[src/rtl/text_mode_pkg.sv]
// Shared geometry, derived widths and the sideband bundle for the text-mode
// pixel pipeline.
package text_mode_pkg;

  localparam int COLS    = 80;
  localparam int ROWS    = 30;
  localparam int CHAR_W  = 8;
  localparam int CHAR_H  = 16;
  localparam int PIXEL_W = 11;

  localparam int TEXT_ADDR_W = $clog2(COLS * ROWS);
  localparam int CELL_X_W    = $clog2(CHAR_W);
  localparam int CELL_Y_W    = $clog2(CHAR_H);
  localparam int COL_W       = PIXEL_W - CELL_X_W;
  localparam int ROW_W       = PIXEL_W - CELL_Y_W;

  localparam int PIPE_LATENCY = 4;

  // Per-pixel control travelling alongside the text/font fetch.
  typedef struct packed {
    logic in_range;
    logic cursor_hit;
    logic active;
    logic hsync;
    logic vsync;
  } sideband_t;

endpackage

[src/rtl/cursor_blink_timer.sv]
// Cursor blink timer: counts frame_start pulses and toggles blink_phase
// every BLINK_FRAMES frames. Only compiled when CURSOR_BLINK_EN is defined.
`ifdef CURSOR_BLINK_EN
module cursor_blink_timer
  import text_mode_pkg::*;
#(
  parameter int BLINK_FRAMES = 30
) (
  input  logic CLOCK_150,
  input  logic RESET,
  input  logic frame_start,
  output logic blink_phase
);

  localparam int CNT_W = (BLINK_FRAMES > 1) ? $clog2(BLINK_FRAMES) : 1;

  logic [CNT_W-1:0] frame_cnt;

  // Frame counter wraps at BLINK_FRAMES-1 and flips the phase on the wrap.
  always_ff @(posedge CLOCK_150 or posedge RESET) begin
    if (RESET) begin
      frame_cnt   <= '0;
      blink_phase <= 1'b0;
    end else if (frame_start) begin
      if (frame_cnt == CNT_W'(BLINK_FRAMES - 1)) begin
        frame_cnt   <= '0;
        blink_phase <= ~blink_phase;
      end else begin
        frame_cnt <= frame_cnt + 1'b1;
      end
    end
  end

endmodule
`endif

[src/rtl/text_mode_renderer.sv]
// Text-mode renderer: four-stage pixel pipeline between the VGA timing
// generator, the text buffer RAM and the font ROM, with a hardware cursor.
// Optional macro CURSOR_BLINK_EN adds a frame-based cursor blink; without it
// the cursor is a solid inverse block and frame_start is ignored.
module text_mode_renderer #(
  parameter int COLS         = text_mode_pkg::COLS,
  parameter int ROWS         = text_mode_pkg::ROWS,
  parameter int CHAR_W       = text_mode_pkg::CHAR_W,
  parameter int CHAR_H       = text_mode_pkg::CHAR_H,
  parameter int BLINK_FRAMES = 30
) (
  input  logic                          CLOCK_150,
  input  logic                          RESET,
  input  logic [10:0]                   pixel_x,
  input  logic [10:0]                   pixel_y,
  input  logic                          in_active,
  input  logic                          in_hsync,
  input  logic                          in_vsync,
  input  logic                          frame_start,
  output logic [$clog2(COLS*ROWS)-1:0]  text_addr,
  input  logic [7:0]                    text_data,
  output logic [7:0]                    font_character,
  output logic [$clog2(CHAR_W)-1:0]     font_cell_x,
  output logic [$clog2(CHAR_H)-1:0]     font_cell_y,
  input  logic                          font_pixel,
  input  logic [6:0]                    cursor_col,
  input  logic [4:0]                    cursor_row,
  input  logic                          cursor_enable,
  output logic                          pixel_on,
  output logic                          out_active,
  output logic                          out_hsync,
  output logic                          out_vsync
);
  import text_mode_pkg::*;

  localparam int ADDR_W = $clog2(COLS * ROWS);
  localparam int CX_W   = $clog2(CHAR_W);
  localparam int CY_W   = $clog2(CHAR_H);
  localparam int C_W    = 11 - CX_W;
  localparam int R_W    = 11 - CY_W;

  logic [C_W-1:0]    col;
  logic [R_W-1:0]    row;
  logic [CX_W-1:0]   cell_x;
  logic [CY_W-1:0]   cell_y;
  logic              in_range;
  logic              cursor_match;
  logic              blink_gate;
  logic [ADDR_W-1:0] addr_calc;
  sideband_t         sb_in;

  logic [CX_W-1:0]   s1_cell_x;
  logic [CY_W-1:0]   s1_cell_y;
  sideband_t         s1_sb;
  sideband_t         s2_sb;
  sideband_t         s3_sb;

  // Glyph sizes are powers of two, so cell index and offset are bit fields.
  assign col    = pixel_x[10:CX_W];
  assign row    = pixel_y[10:CY_W];
  assign cell_x = pixel_x[CX_W-1:0];
  assign cell_y = pixel_y[CY_W-1:0];

  assign in_range     = in_active && (int'(col) < COLS) && (int'(row) < ROWS);
  assign cursor_match = (col == C_W'(cursor_col)) && (row == R_W'(cursor_row));
  assign addr_calc    = ADDR_W'(int'(row) * COLS + int'(col));

  assign sb_in = '{in_range:   in_range,
                   cursor_hit: cursor_enable && cursor_match && blink_gate,
                   active:     in_active,
                   hsync:      in_hsync,
                   vsync:      in_vsync};

`ifdef CURSOR_BLINK_EN
  logic blink_phase;

  cursor_blink_timer #(
    .BLINK_FRAMES(BLINK_FRAMES)
  ) u_blink (
    .CLOCK_150  (CLOCK_150),
    .RESET      (RESET),
    .frame_start(frame_start),
    .blink_phase(blink_phase)
  );

  assign blink_gate = blink_phase;
`else
  // Without the timer the frame pulse and blink period have no effect.
  logic unused_blink_cfg;
  assign unused_blink_cfg = frame_start | (BLINK_FRAMES < 1);
  assign blink_gate       = 1'b1;
`endif

  // Character code from the text RAM feeds the font ROM directly.
  assign font_character = text_data;

  // Stage 1: issue the text buffer address and capture cell offsets/sideband.
  always_ff @(posedge CLOCK_150 or posedge RESET) begin
    if (RESET) begin
      text_addr <= '0;
      s1_cell_x <= '0;
      s1_cell_y <= '0;
      s1_sb     <= '0;
    end else begin
      text_addr <= in_range ? addr_calc : '0;
      s1_cell_x <= cell_x;
      s1_cell_y <= cell_y;
      s1_sb     <= sb_in;
    end
  end

  // Stage 2: cell offsets line up with the character returned by the RAM.
  always_ff @(posedge CLOCK_150 or posedge RESET) begin
    if (RESET) begin
      font_cell_x <= '0;
      font_cell_y <= '0;
      s2_sb       <= '0;
    end else begin
      font_cell_x <= s1_cell_x;
      font_cell_y <= s1_cell_y;
      s2_sb       <= s1_sb;
    end
  end

  // Stage 3: sideband waits while the font ROM registers its pixel bit.
  always_ff @(posedge CLOCK_150 or posedge RESET) begin
    if (RESET) begin
      s3_sb <= '0;
    end else begin
      s3_sb <= s2_sb;
    end
  end

  // Stage 4: combine glyph bit with cursor inversion and register outputs.
  always_ff @(posedge CLOCK_150 or posedge RESET) begin
    if (RESET) begin
      pixel_on   <= 1'b0;
      out_active <= 1'b0;
      out_hsync  <= 1'b0;
      out_vsync  <= 1'b0;
    end else begin
      pixel_on   <= s3_sb.in_range & (font_pixel ^ s3_sb.cursor_hit);
      out_active <= s3_sb.active;
      out_hsync  <= s3_sb.hsync;
      out_vsync  <= s3_sb.vsync;
    end
  end

endmodule

[config.mk]
export PLATFORM = sky130hd
export DESIGN_NAME = text_mode_renderer
export DESIGN_NICKNAME = d
export VERILOG_FILES = /design/src/rtl/text_mode_pkg.sv /design/src/rtl/cursor_blink_timer.sv /design/src/rtl/text_mode_renderer.sv
export SDC_FILE = /design/constraint.sdc
export NUM_CORES = 1
export LEC_CHECK = 0
export CORE_ASPECT_RATIO = 1.25
export CORE_MARGIN = 1.5
export CORE_UTILIZATION = 60
export DETAILED_ROUTE_END_ITERATION = 12
export DONT_BUFFER_PORTS = 1
export GPL_ROUTABILITY_DRIVEN = 0
export GPL_TIMING_DRIVEN = 1
export PLACE_DENSITY_LB_ADDON = 0.3
export SLEW_MARGIN = 40
export SYNTH_ARGS = -nofsm -noshare
export SYNTH_HDL_FRONTEND = slang
export SYNTH_SLANG_ARGS = --single-unit
[constraint.sdc]
create_clock -name CLOCK_150 -period 1.3 [get_ports CLOCK_150]
set_input_delay 0.13 -clock CLOCK_150 [delete_from_list [all_inputs] [get_ports CLOCK_150]]
set_output_delay 0.13 -clock CLOCK_150 [all_outputs]
set_load 0.05 [all_outputs]
==> summary.txt <==
Finish
  • Nets: 250
  • Finished Core Util: 0.8509
  • Design area: 2506 um^2
  • N_diodes: 0
  • Most common cell after layout, fill and taps aside: dfrtp_1
  • Area Growth Syn to Fin: 35.43%
  • Most frequent cells in the layout: 45 x dfrtp_1, 39 x dlygate4sd3_1, 18 x xnor2_1
  • Layout cells sized above 1: 0.2151

Run status
  • Outcome: finished, violations left
  • Violated checks: negative setup slack

Worst setup path
  • Arr. time, crit path: 1730 ps
  • Crit-path cells: ha_4 -> ha_4 -> inv_2 -> fa_2 -> or2b_1 -> a21oi_2 -> xnor2_1 -> xnor2_1 -> nor2_1
  • CP bufs+invs: 1
  • Reg2reg path depth: 2
  • R2r setup slk: 510 ps
  • Reg2reg end: pixel_on
  • Crit path max fanout: 4
  • Reg2reg start: s3_sb[3]
  • Slowest-stage cell, CP: fa_2
  • Critical Path Sink Type: flop
  • Max incr delay on CP: 390 ps
  • Worst Path Required: 1540 ps
  • WS Path Type: in -> reg
  • Critical Path Start Type: input port
  • Family with the most delay on the worst path: adder cells

STA
  • RSZ-0062 raised after global routing: yes
  • Final Skew: 7.050 ps
  • Setup WS post-layout: -187.6 ps
  • Worst Tran Pin Value: 463.8 ps
  • Count of final setup violators: 3
  • Fin crit share: 1.144
  • Slew Limit Fails: 0
  • Hold Vio Cnt, Final: 0
  • Achievable Freq: 672.2 MHz
  • Max transition margin: 0.6910
  • Post-layout min period: 1488 ps

Global routing
  • Tot GR Track Use: 0.2819
  • First-pass GRT wire length: 6575 um
  • Initial antenna violation count: 0
  • GR Overflow Total: 0
  • Largest net degree at the start of global routing: 36
  • Vias in the first global route: 1408

Routing
  • Drt initial violations: 25
  • Post-Route WL: 4320 um
  • DRT antenna net count: 0
  • Via count: 1245
  • Routed len/inst: 19.46 um
  • Pre-antenna DRT Iters: 4
  • Via count normalized by instance count: 5.608
  • Number of remaining DRC errors: 0

Power
  • Sw frac: 0.2820
  • Clock power frac: 0.222
  • Final Power: 2.792 mW
  • Static leakage: 1.100 nW
  • Power per cell area: 1114 nW/um^2
  • Internal cell power: 2.005 mW
  • Gate power share: 0.225
  • Net Sw Power: 0.7876 mW
  • Max VDD drop: 842.4 uV
  • Part of the power in registers: 0.553

Synth
  • Biggest area consumer among synthesized cells: dfrtp_1
  • Synth top area cells: dfrtp_1 61%, xnor2_1 9.0%, ha_1 8.8%
  • Top-area cell type share of the netlist area: 0.6085
  • FF+latch count, synth: 45
  • Yosys warns: 0
  • Synthesized cell area: 1851 um^2
  • Synth unique cells: 25
  • Syn Nets: 202
  • Sequential fraction of the synthesis area: 0.6085
  • Mapped Cells: 137
  • Synth Area per Inst: 13.51 um^2

Floorplan
  • Die Y: 65.09 um
  • Initial Utilization: 0.6283
  • Core area: 2945 um^2
  • Die X: 52.67 um
  • Die area: 3428 um^2
  • Ports: 81
  • Rows: 22

Worst hold path
  • Worst min path class: in -> reg
  • Worst Hold Depth: 2
  • Hold Path Origin: in_active
  • Worst Hold Endpoint: s1_sb[4]

Clock tree
  • Cts bufs inserted: 5
  • Worst-case clock buffer depth: 2
  • Clock Sinks: 45
  • H-tree depth: 2
  • Clock root buffer: clkbuf_4
  • CTS clk-pin slew, worst paths: 130 ps
  • CTS tree: yes
  • Clk_lat worst skew: 350 ps

Job
  • Max_cap viols: 0

Place
  • Placed wire-length estimate: 2329 um
  • Port buffer count: 0
  • Placed cell areas: 1984 um^2
[sequential cells by signal (all words and copies together), names as in the netlist]
name         count
out_active       1
text_addr       12
s2_sb            5
s1_cell_y        4
pixel_on         1
s1_sb            5
font_cell_y      4
s1_cell_x        3
s3_sb            5
out_vsync        1
font_cell_x      3
out_hsync        1
[worst register-to-register path, cell delays in order, from the launching register on]
cell     delay, ps
dfrtp_1        390
xor2_1         160
and2_1         150
[through the flow]
step                hold slack [ps]  std cells  setup WS (ps)  setup TNS, ps
floorplan                     161.4        137         -396.2          -1061
global placement             -47.22        174         -420.8          -1324
detailed placement           -45.25        174         -478.9          -1554
CTS                           3.577        221         -97.11         -109.4
global route                  29.48        222         -240.0         -479.8
finish                        30.15        222         -187.6         -356.1
[power by group through the flow]
stage	Sequential, mW	Combinational [mW]	Clock, mW
floorplan	1.57	0.400	0
global placement	1.57	0.415	0
detailed placement	1.57	0.433	0
CTS	1.55	0.542	0.625
global route	1.55	0.681	0.701
finish	1.54	0.629	0.619
[routing by layer]
layer / global-route usage / vias to the layer above / share of wire
met4: 0.2276 / 0 / 0.060
li1: - / 543 / -
met3: 0.09545 / 21 / 0.069
met5: 0 / - / 0
met2: 0.4516 / 77 / 0.51
met1: 0.2909 / 604 / 0.36
[cell families after synthesis]
family | count (synthesis) | synth area share
AND/OR/NAND/NOR | 29 | 0.09601
XOR/XNOR | 20 | 0.09466
adder cells (fa/ha/maj) | 15 | 0.1095
AO/OA/AOI/OAI | 14 | 0.04665
flip-flops | 45 | 0.6085
buffers and inverters | 14 | 0.04463
[cells in the mapped netlist]
master	n
nor4_1	1
and3_4	1
inv_1	6
a211oi_1	2
or3_1	1
o21ai_0	2
nand3_1	1
dfrtp_1	45
a21oi_1	6
buf_4	8
nor2_1	8
or2b_1	1
nand2b_1	1
o21a_1	1
nand4_1	5
and2_1	7
fa_1	2
xnor2_1	19
nor3_1	1
a21o_1	2
ha_1	13
a211o_1	1
nand2_1	1
nor4_4	1
xor2_1	1
[worst max path at each step]
stage | startpoint | to | slack [ps] | cells after the start
final | pixel_y[7] | text_addr[11] | -190 | 9
after global routing | pixel_y[7] | text_addr[11] | -240 | 9
after CTS | pixel_y[7] | text_addr[11] | -100 | 9
after detailed placement | pixel_y[7] | text_addr[11] | -480 | 9
after global placement | pixel_y[7] | text_addr[11] | -420 | 9
after floorplan | pixel_y[7] | text_addr[11] | -400 | 9
[layout make-up]
| type | count | area [um^2] |
|---|---|---|
| sequential | 45 | 1126 |
| multi-input combinational | 78 | 782.0 |
| timing repair buffer | 49 | 478.0 |
| fill | 118 | 439.2 |
| clock buffer | 7 | 45.04 |
| tap | 36 | 45.04 |
| inverter | 6 | 22.52 |
| clock inverter | 1 | 7.507 |
[timing repair]
action	4_1_cts	5_1_grt
pin swaps	3	3
hold buffers	39	0
buffers inserted	0	1
hold endpoints to repair	61	0
gates resized for setup	1	12
endpoints found under the setup margin	3	8
Power figures use the tool's default switching activity.
